--- src/rtl/fetch_pc_unit_if.sv ---
// Instruction-memory request channel between the fetch stage and imem.
// The fetch unit is the master: it raises req with a stable addr, and the
// memory answers with ready plus the instruction word in the same cycle.
interface fetch_pc_unit_if;
  logic        req;
  logic [31:0] addr;
  logic        ready;
  logic [31:0] rdata;

  modport master (
    output req,
    output addr,
    input  ready,
    input  rdata
  );

  modport slave (
    input  req,
    input  addr,
    output ready,
    output rdata
  );
endinterface

--- src/rtl/fetch_pc_unit.sv ---
// RV32i instruction-fetch stage: owns the PC, issues imem requests,
// fills IF/ID, redirects on taken branches/jumps from EX, squashes the
// wrong path and parks one returned instruction while ID is stalled.
module fetch_pc_unit #(
  parameter logic [31:0] RESET_PC  = 32'h0000_0000,
  parameter logic [31:0] NOP_INSTR = 32'h0000_0013
) (
  input  logic                   clk,
  input  logic                   rst_n,
  input  logic                   ExeBranch,
  input  logic                   ExeJump,
  input  logic [31:0]            Exe_target,
  input  logic                   stall,
  fetch_pc_unit_if.master        imem,
  output logic [31:0]            IF_ID_pc,
  output logic [31:0]            IF_ID_instr,
  output logic                   IF_ID_valid,
  output logic                   flush_ID_EX
);

  typedef enum logic [1:0] {
    ST_IDLE,
    ST_FETCH,
    ST_HOLD,
    ST_DISCARD
  } state_t;

  state_t      state_q, state_d;
  logic [31:0] pc_q, pc_d;
  logic [31:0] redirect_pc_q, redirect_pc_d;
  logic [31:0] skid_pc_q, skid_pc_d;
  logic [31:0] skid_instr_q, skid_instr_d;
  logic [31:0] if_pc_q, if_pc_d;
  logic [31:0] if_instr_q, if_instr_d;
  logic        if_valid_q, if_valid_d;
  logic        req_c;

  logic        redirect;
  logic [31:0] target;

  // Jumps and taken branches both redirect; targets are word aligned.
  assign redirect = ExeBranch | ExeJump;
  assign target   = {Exe_target[31:2], 2'b00};

  // Outputs are forced to their idle values while reset is asserted, so
  // nothing leaks out before the first reset edge has been seen.
  assign imem.req    = rst_n & req_c;
  assign imem.addr   = rst_n ? pc_q : RESET_PC;
  assign IF_ID_pc    = if_pc_q;
  assign IF_ID_instr = if_instr_q;
  assign IF_ID_valid = rst_n & if_valid_q;
  assign flush_ID_EX = redirect & rst_n;

  // State register and datapath registers; reset abandons any request.
  always_ff @(posedge clk) begin
    if (!rst_n) begin
      state_q       <= ST_IDLE;
      pc_q          <= RESET_PC;
      redirect_pc_q <= 32'h0;
      skid_pc_q     <= 32'h0;
      skid_instr_q  <= 32'h0;
      if_pc_q       <= 32'h0;
      if_instr_q    <= NOP_INSTR;
      if_valid_q    <= 1'b0;
    end else begin
      state_q       <= state_d;
      pc_q          <= pc_d;
      redirect_pc_q <= redirect_pc_d;
      skid_pc_q     <= skid_pc_d;
      skid_instr_q  <= skid_instr_d;
      if_pc_q       <= if_pc_d;
      if_instr_q    <= if_instr_d;
      if_valid_q    <= if_valid_d;
    end
  end

  // Next-state and request logic; redirect takes priority over stall.
  always_comb begin
    state_d       = state_q;
    pc_d          = pc_q;
    redirect_pc_d = redirect_pc_q;
    skid_pc_d     = skid_pc_q;
    skid_instr_d  = skid_instr_q;
    if_pc_d       = if_pc_q;
    if_instr_d    = if_instr_q;
    if_valid_d    = if_valid_q;
    req_c         = 1'b0;

    case (state_q)
      ST_IDLE: begin
        state_d = ST_FETCH;
      end

      ST_FETCH: begin
        req_c = 1'b1;
        if (redirect) begin
          if_valid_d = 1'b0;
          if_instr_d = NOP_INSTR;
          if (imem.ready) begin
            pc_d = target;
          end else begin
            // The address must stay put until the old request completes,
            // so the target waits in redirect_pc.
            redirect_pc_d = target;
            state_d       = ST_DISCARD;
          end
        end else if (imem.ready) begin
          pc_d = pc_q + 32'd4;
          if (stall) begin
            skid_pc_d    = pc_q;
            skid_instr_d = imem.rdata;
            state_d      = ST_HOLD;
          end else begin
            if_pc_d    = pc_q;
            if_instr_d = imem.rdata;
            if_valid_d = 1'b1;
          end
        end else if (!stall) begin
          if_valid_d = 1'b0;
        end
      end

      ST_HOLD: begin
        if (redirect) begin
          if_valid_d = 1'b0;
          if_instr_d = NOP_INSTR;
          pc_d       = target;
          state_d    = ST_FETCH;
        end else if (!stall) begin
          if_pc_d    = skid_pc_q;
          if_instr_d = skid_instr_q;
          if_valid_d = 1'b1;
          state_d    = ST_FETCH;
        end
      end

      ST_DISCARD: begin
        req_c      = 1'b1;
        if_valid_d = 1'b0;
        if_instr_d = NOP_INSTR;
        if (redirect) begin
          redirect_pc_d = target;
        end
        if (imem.ready) begin
          pc_d    = redirect ? target : redirect_pc_q;
          state_d = ST_FETCH;
        end
      end

      default: begin
        state_d = ST_IDLE;
      end
    endcase
  end

endmodule

--- src/flat_wrapper.sv ---
// flat-port wrapper written by rule: the top's interface ports become plain ports
module fetch_pc_unit_flat 
#(
  parameter logic [31:0] RESET_PC  = 32'h0000_0000,
  parameter logic [31:0] NOP_INSTR = 32'h0000_0013
)
  (clk, rst_n, ExeBranch, ExeJump, Exe_target, stall, IF_ID_pc, IF_ID_instr, IF_ID_valid, flush_ID_EX, imem_req, imem_addr, imem_ready, imem_rdata);
  fetch_pc_unit_if imem_i ();
  input  logic clk;
  input  logic rst_n;
  input  logic ExeBranch;
  input  logic ExeJump;
  input  logic [31:0] Exe_target;
  input  logic stall;
  output logic [31:0] IF_ID_pc;
  output logic [31:0] IF_ID_instr;
  output logic IF_ID_valid;
  output logic flush_ID_EX;
  output wire logic [$bits(imem_i.req)-1:0] imem_req;
  output wire logic [$bits(imem_i.addr)-1:0] imem_addr;
  input wire logic [$bits(imem_i.ready)-1:0] imem_ready;
  input wire logic [$bits(imem_i.rdata)-1:0] imem_rdata;
  assign imem_req = imem_i.req;
  assign imem_addr = imem_i.addr;
  assign imem_i.ready = imem_ready;
  assign imem_i.rdata = imem_rdata;
  fetch_pc_unit #(.RESET_PC(RESET_PC), .NOP_INSTR(NOP_INSTR)) u_core (.clk(clk), .rst_n(rst_n), .ExeBranch(ExeBranch), .ExeJump(ExeJump), .Exe_target(Exe_target), .stall(stall), .imem(imem_i), .IF_ID_pc(IF_ID_pc), .IF_ID_instr(IF_ID_instr), .IF_ID_valid(IF_ID_valid), .flush_ID_EX(flush_ID_EX));
endmodule
--- config.mk ---
export PLATFORM = sky130hd
export DESIGN_NAME = fetch_pc_unit_flat
export DESIGN_NICKNAME = d
export VERILOG_FILES = /design/src/rtl/fetch_pc_unit_if.sv /design/src/rtl/fetch_pc_unit.sv /design/src/flat_wrapper.sv
export SDC_FILE = /design/constraint.sdc
export NUM_CORES = 1
export LEC_CHECK = 0
export CORE_MARGIN = 8
export CORE_UTILIZATION = 47
export CTS_CLUSTER_DIAMETER = 80
export DETAILED_ROUTE_END_ITERATION = 8
export PLACE_DENSITY = 0.84
export SLEW_MARGIN = 40
export SYNTH_ARGS = -nofsm -noshare
export SYNTH_HDL_FRONTEND = slang
export SYNTH_SLANG_ARGS = --single-unit
export TNS_END_PERCENT = 30
--- constraint.sdc ---
create_clock -name clk -period 1.8 [get_ports clk]
set_input_delay 0.36 -clock clk [delete_from_list [all_inputs] [get_ports clk]]
set_output_delay 0.36 -clock clk [all_outputs]
set_load 0.01 [all_outputs]
==> reports/summary.md <==
The flow ran to the end, and the final reports show no timing, DRC or antenna violations. The run gives 195 as the clock sink total. STA puts the critical path data required time at 2.17 ns. Power density normalized to cell area: 816.5 nW/µm².

At the pin with the least slew margin, the transition time is 0.5571 ns. The routed wirelength normalized by instance count is 18.03 µm, and the worst ir drop on vdd is 713.7 µV. The most instantiated library cell after synthesis was sky130_fd_sc_hd__nand2_1. Summing every instance area after synthesis gives 8955 µm². The switching share of power is 27.80%. Counting instances in the post-synthesis netlist gives the leading cell types as sky130_fd_sc_hd__nand2_1 (218), sky130_fd_sc_hd__dfxtp_1 (195), sky130_fd_sc_hd__a21oi_1 (127). After synthesis, the cell types taking the most area are sky130_fd_sc_hd__dfxtp_1 (44%), sky130_fd_sc_hd__nand2_1 (9.1%), sky130_fd_sc_hd__a21oi_1 (7.1%). The tools report the endpoint of the worst hold path as u_core.pc_q[21]. At the worst endpoint, the arrival time is 2.13 ns. For the reported max-cap violation count, the log shows 0.

The first global-routing pass estimated 44680 µm of wire. The synthesized design devotes to its leading area cell type 43.59% of total area. The width of the die came out at 154.0 µm.

For this run, the leading register cell type out of synthesis is sky130_fd_sc_hd__dfxtp_1. The source of the worst hold timing path was rst_n. The synthesized design contains 0 enable-type register cells. Reg-to-reg setup timing slack: 0.03 ns. 169 I/O pins were placed. The fill cell total of the finished layout is 1406, and the proportion of power drawn by the clock network is 38.1%. The final routed wirelength across all metal layers is 28570 µm, and the clock period minus worst slack is 1.765 ns. The cell count after synthesis came out at 1126. For the timing-limited maximum frequency, the log shows 0.5665 GHz. The tools report the net switching component of the power as 2.797 mW. The tightest min-delay check is of the input port to flop type.

The number of I/O port buffers is 166, and the proportion of layout cells with a drive suffix above 1 is 16.48%. The run gives 1405 as the number of nets in the finished design. The worst-case clock buffer depth is 2, and the count of unique library cells instantiated by Yosys is 61. TritonCTS built the clock tree. Combinational cells account for 16.0% of the total power.

The setup TNS after final layout was 0 ns; the clock tree skew after final layout was 0.009765 ns. The worst setup path is captured at a flop. Buffers inserted to repair hold after CTS numbered 0.

Along the worst hold path, the cell count comes to 3. The floorplan step defined a die boundary enclosing 23730 µm². Prior to clock tree synthesis, the placed netlist has a worst setup slack of -0.6433 ns. Synthesis produced a netlist with a net count of 1197. The via count of the first global-routing pass was 8852.

The worst register-to-register path begins at u_core.pc_q[9]. The cell-internal power is 7.263 mW. For this run, the register share of the synthesized area comes to 43.59%. The number of iterations in the first detailed-routing pass was 6; the final max-slew violation count was 0.

Clock tree synthesis inserted a total of 17 buffers. Setup repair after global routing could not meet its margin everywhere. STA classifies the critical path startpoint as a flop. For this run, the number of Yosys warnings is 0. The delay contributed by the slowest stage of the critical path was 0.40 ns; the footprint of the multi-input gates was 4702 µm².

The detailed router finished its first iteration with 1012 violations. The headroom to the max-slew limit is 62.86%. The async set or reset register ratio after synthesis came out at 0%.

The critical path start-end classification was flop to flop. The count of unresolved DRC violations after routing came out at 0. The final worst slack was 0.03468 ns; the average instance area after synthesis was 7.953 µm².

The floorplan has 50 rows. Summed over all layers, the global routing overflow is 0. Root buffer cell: sky130_fd_sc_hd__clkbuf_16.

For this design the static power due to leakage is 4.824 nW. The logs give 0 for the hold violation total from the final report and 19460 µm for the half-perimeter wire length after placement. The clock edge transition at the registers on the reported setup and hold paths is 0.08 ns.

In this run the critical register-to-register path is captured at u_core.pc_q[21]. The core region is 18710 µm². In the global route stage, overall resource usage came out at 22.69%. Of all cell types, the one taking the most synthesized area is sky130_fd_sc_hd__dfxtp_1. The clock reaches the later pin of the worst-skew pair after 0.44 ns. The count of nets left with antenna violations once routing finished came out at 0. Entering global routing, the biggest net connects 65 pins. The run gives 45.9% as the sequential share of power.

Detailed routing inserted a total of 9295 vias. The congestion estimate from routability-driven global placement came to 0.8845. The library cell contributing the largest single delay on the critical path was sky130_fd_sc_hd__dfxtp_2. The run gives 5 as the number of antenna violations at the first check in global routing. For the number of levels the H-tree was split into, the log shows 4. The number of flip-flops and latches in the synthesized netlist was 195. Summing all flip-flop and latch instances after layout gives 3936 µm². In this run the worst path has a maximum fanout of 7. The tightest hold path in the finished design has a slack of 0.3542 ns. Setup violations remaining at the end of the flow were counted as 0. For the worst flop-to-flop path, the logic depth is 6.

The floorplan step set the die height to 154.0 µm. Relative to the synthesized area, the layout overhead comes to 37.59%. Walking the worst path, the cells encountered are nand4_4 -> nor3_4 -> buf_4 -> nand3_1 -> o311a_1 -> o22ai_1.

The via count normalized by instance count came out at 5.864. The run gives 47.87% as the initial core utilization. Of the available clock period, the critical path in the final layout requires 98.07%.
[stage by stage]
stage / area [µm²] / power [mW] / utilization, % / cells
final: 12320 / 10.06 / 65.87 / 1585
after global routing: 12320 / 10.40 / 65.87 / 1585
after CTS: 12170 / 10.02 / 65.08 / 1575
after detailed placement: 11570 / 6.275 / 61.85 / 1543
after global placement: 11570 / 6.242 / 61.84 / 1543
after floorplan: 8960 / 5.458 / - / 1126
[state kept, by name, indices dropped and copies added, names as in the netlist]
| name | cells |
|---|---|
| u_core.IF_ID_instr | 32 |
| u_core.IF_ID_pc | 32 |
| u_core.pc_q | 32 |
| u_core.redirect_pc_q | 32 |
| u_core.skid_instr_q | 32 |
| u_core.skid_pc_q | 32 |
| u_core.state_q | 2 |
| u_core.if_valid_q | 1 |
[worst max-delay path by stage]
stage               slack (ns)              end           start
finish                    0.03  u_core.pc_q[21]  u_core.pc_q[9]
global route             -0.03  u_core.pc_q[21]  u_core.pc_q[9]
CTS                      -0.11      flush_ID_EX       ExeBranch
detailed placement       -0.64  u_core.pc_q[19]         ExeJump
global placement         -0.76  u_core.pc_q[19]         ExeJump
floorplan                0.005  u_core.pc_q[18]  u_core.pc_q[2]
[cell families (layout without fill, tap and decap cells)]
family / count (synthesis) / in the layout / synth area share (%)
AOI/OAI and AO/OA: 340 / 340 / 24.26
xor gates and xnor gates: 10 / 10 / 0.9780
adders and majority gates: 1 / 1 / 0.1397
buffers and inverters: 118 / 339 / 5.435
DFF: 195 / 195 / 43.59
muxes: 37 / 37 / 4.164
other: 0 / 4 / 0
and+or+nand+nor: 425 / 425 / 21.43
[power by group through the flow]
stage,Clock [mW],Combinational [mW],Sequential (mW)
after floorplan,0,0.740,4.72
after global placement,0,1.54,4.70
after detailed placement,0,1.57,4.70
after CTS,3.84,1.58,4.61
after global routing,4.03,1.73,4.64
final,3.83,1.61,4.62
[metal layers]
layer / global-route usage, % / up-vias / part of all wire, %
met5: 0 / - / 0.028
met4: 10.64 / 2 / 3.3
met3: 5.549 / 80 / 8.6
met2: 36.86 / 499 / 47
met1: 27.83 / 4319 / 41
li1: - / 4395 / -
[area by class of cell]
| type | instances | area share [%] |
|---|---|---|
| Tap cell | 234 | 2.376 |
| Multi-Input combinational cell | 813 | 38.16 |
| Timing Repair Buffer | 295 | 22.32 |
| Clock buffer | 19 | 3.595 |
| Sequential cell | 195 | 31.95 |
| Antenna cell | 4 | 0.08124 |
| Clock inverter | 13 | 1.127 |
| Inverter | 12 | 0.3859 |
[critical path: cells and delay by family, from the launching register on]
kind	cells	cell delay [ns]
DFF	1	0.40
AOI/OAI and AO/OA	2	0.44
and+or+nand+nor	3	0.66
buffers and inverters	1	0.19
[cells in the final DEF, fill, tap and decap left out, drive strengths merged, types with 12 or more instances in the layout]
master and n:
nand2 218, dfxtp 195, buf 129, clkdlybuf4s50 128, a21oi 128, nor2 101, a211oi 63, o21ai 40
mux2i 35, dlygate4sd2 34, a22oi 32, and2 24, o22ai 21, clkbuf 20, inv 20, nand3 19
o21a 13, and3 12
[timing repair]
action | CTS | global route
resized for setup | 59 | 28
gates cloned | 0 | 1
buffers inserted | 0 | 5
pin swaps | 1 | 5
endpoints found under the setup margin | 102 | 79
Power figures use the tool's default switching activity.
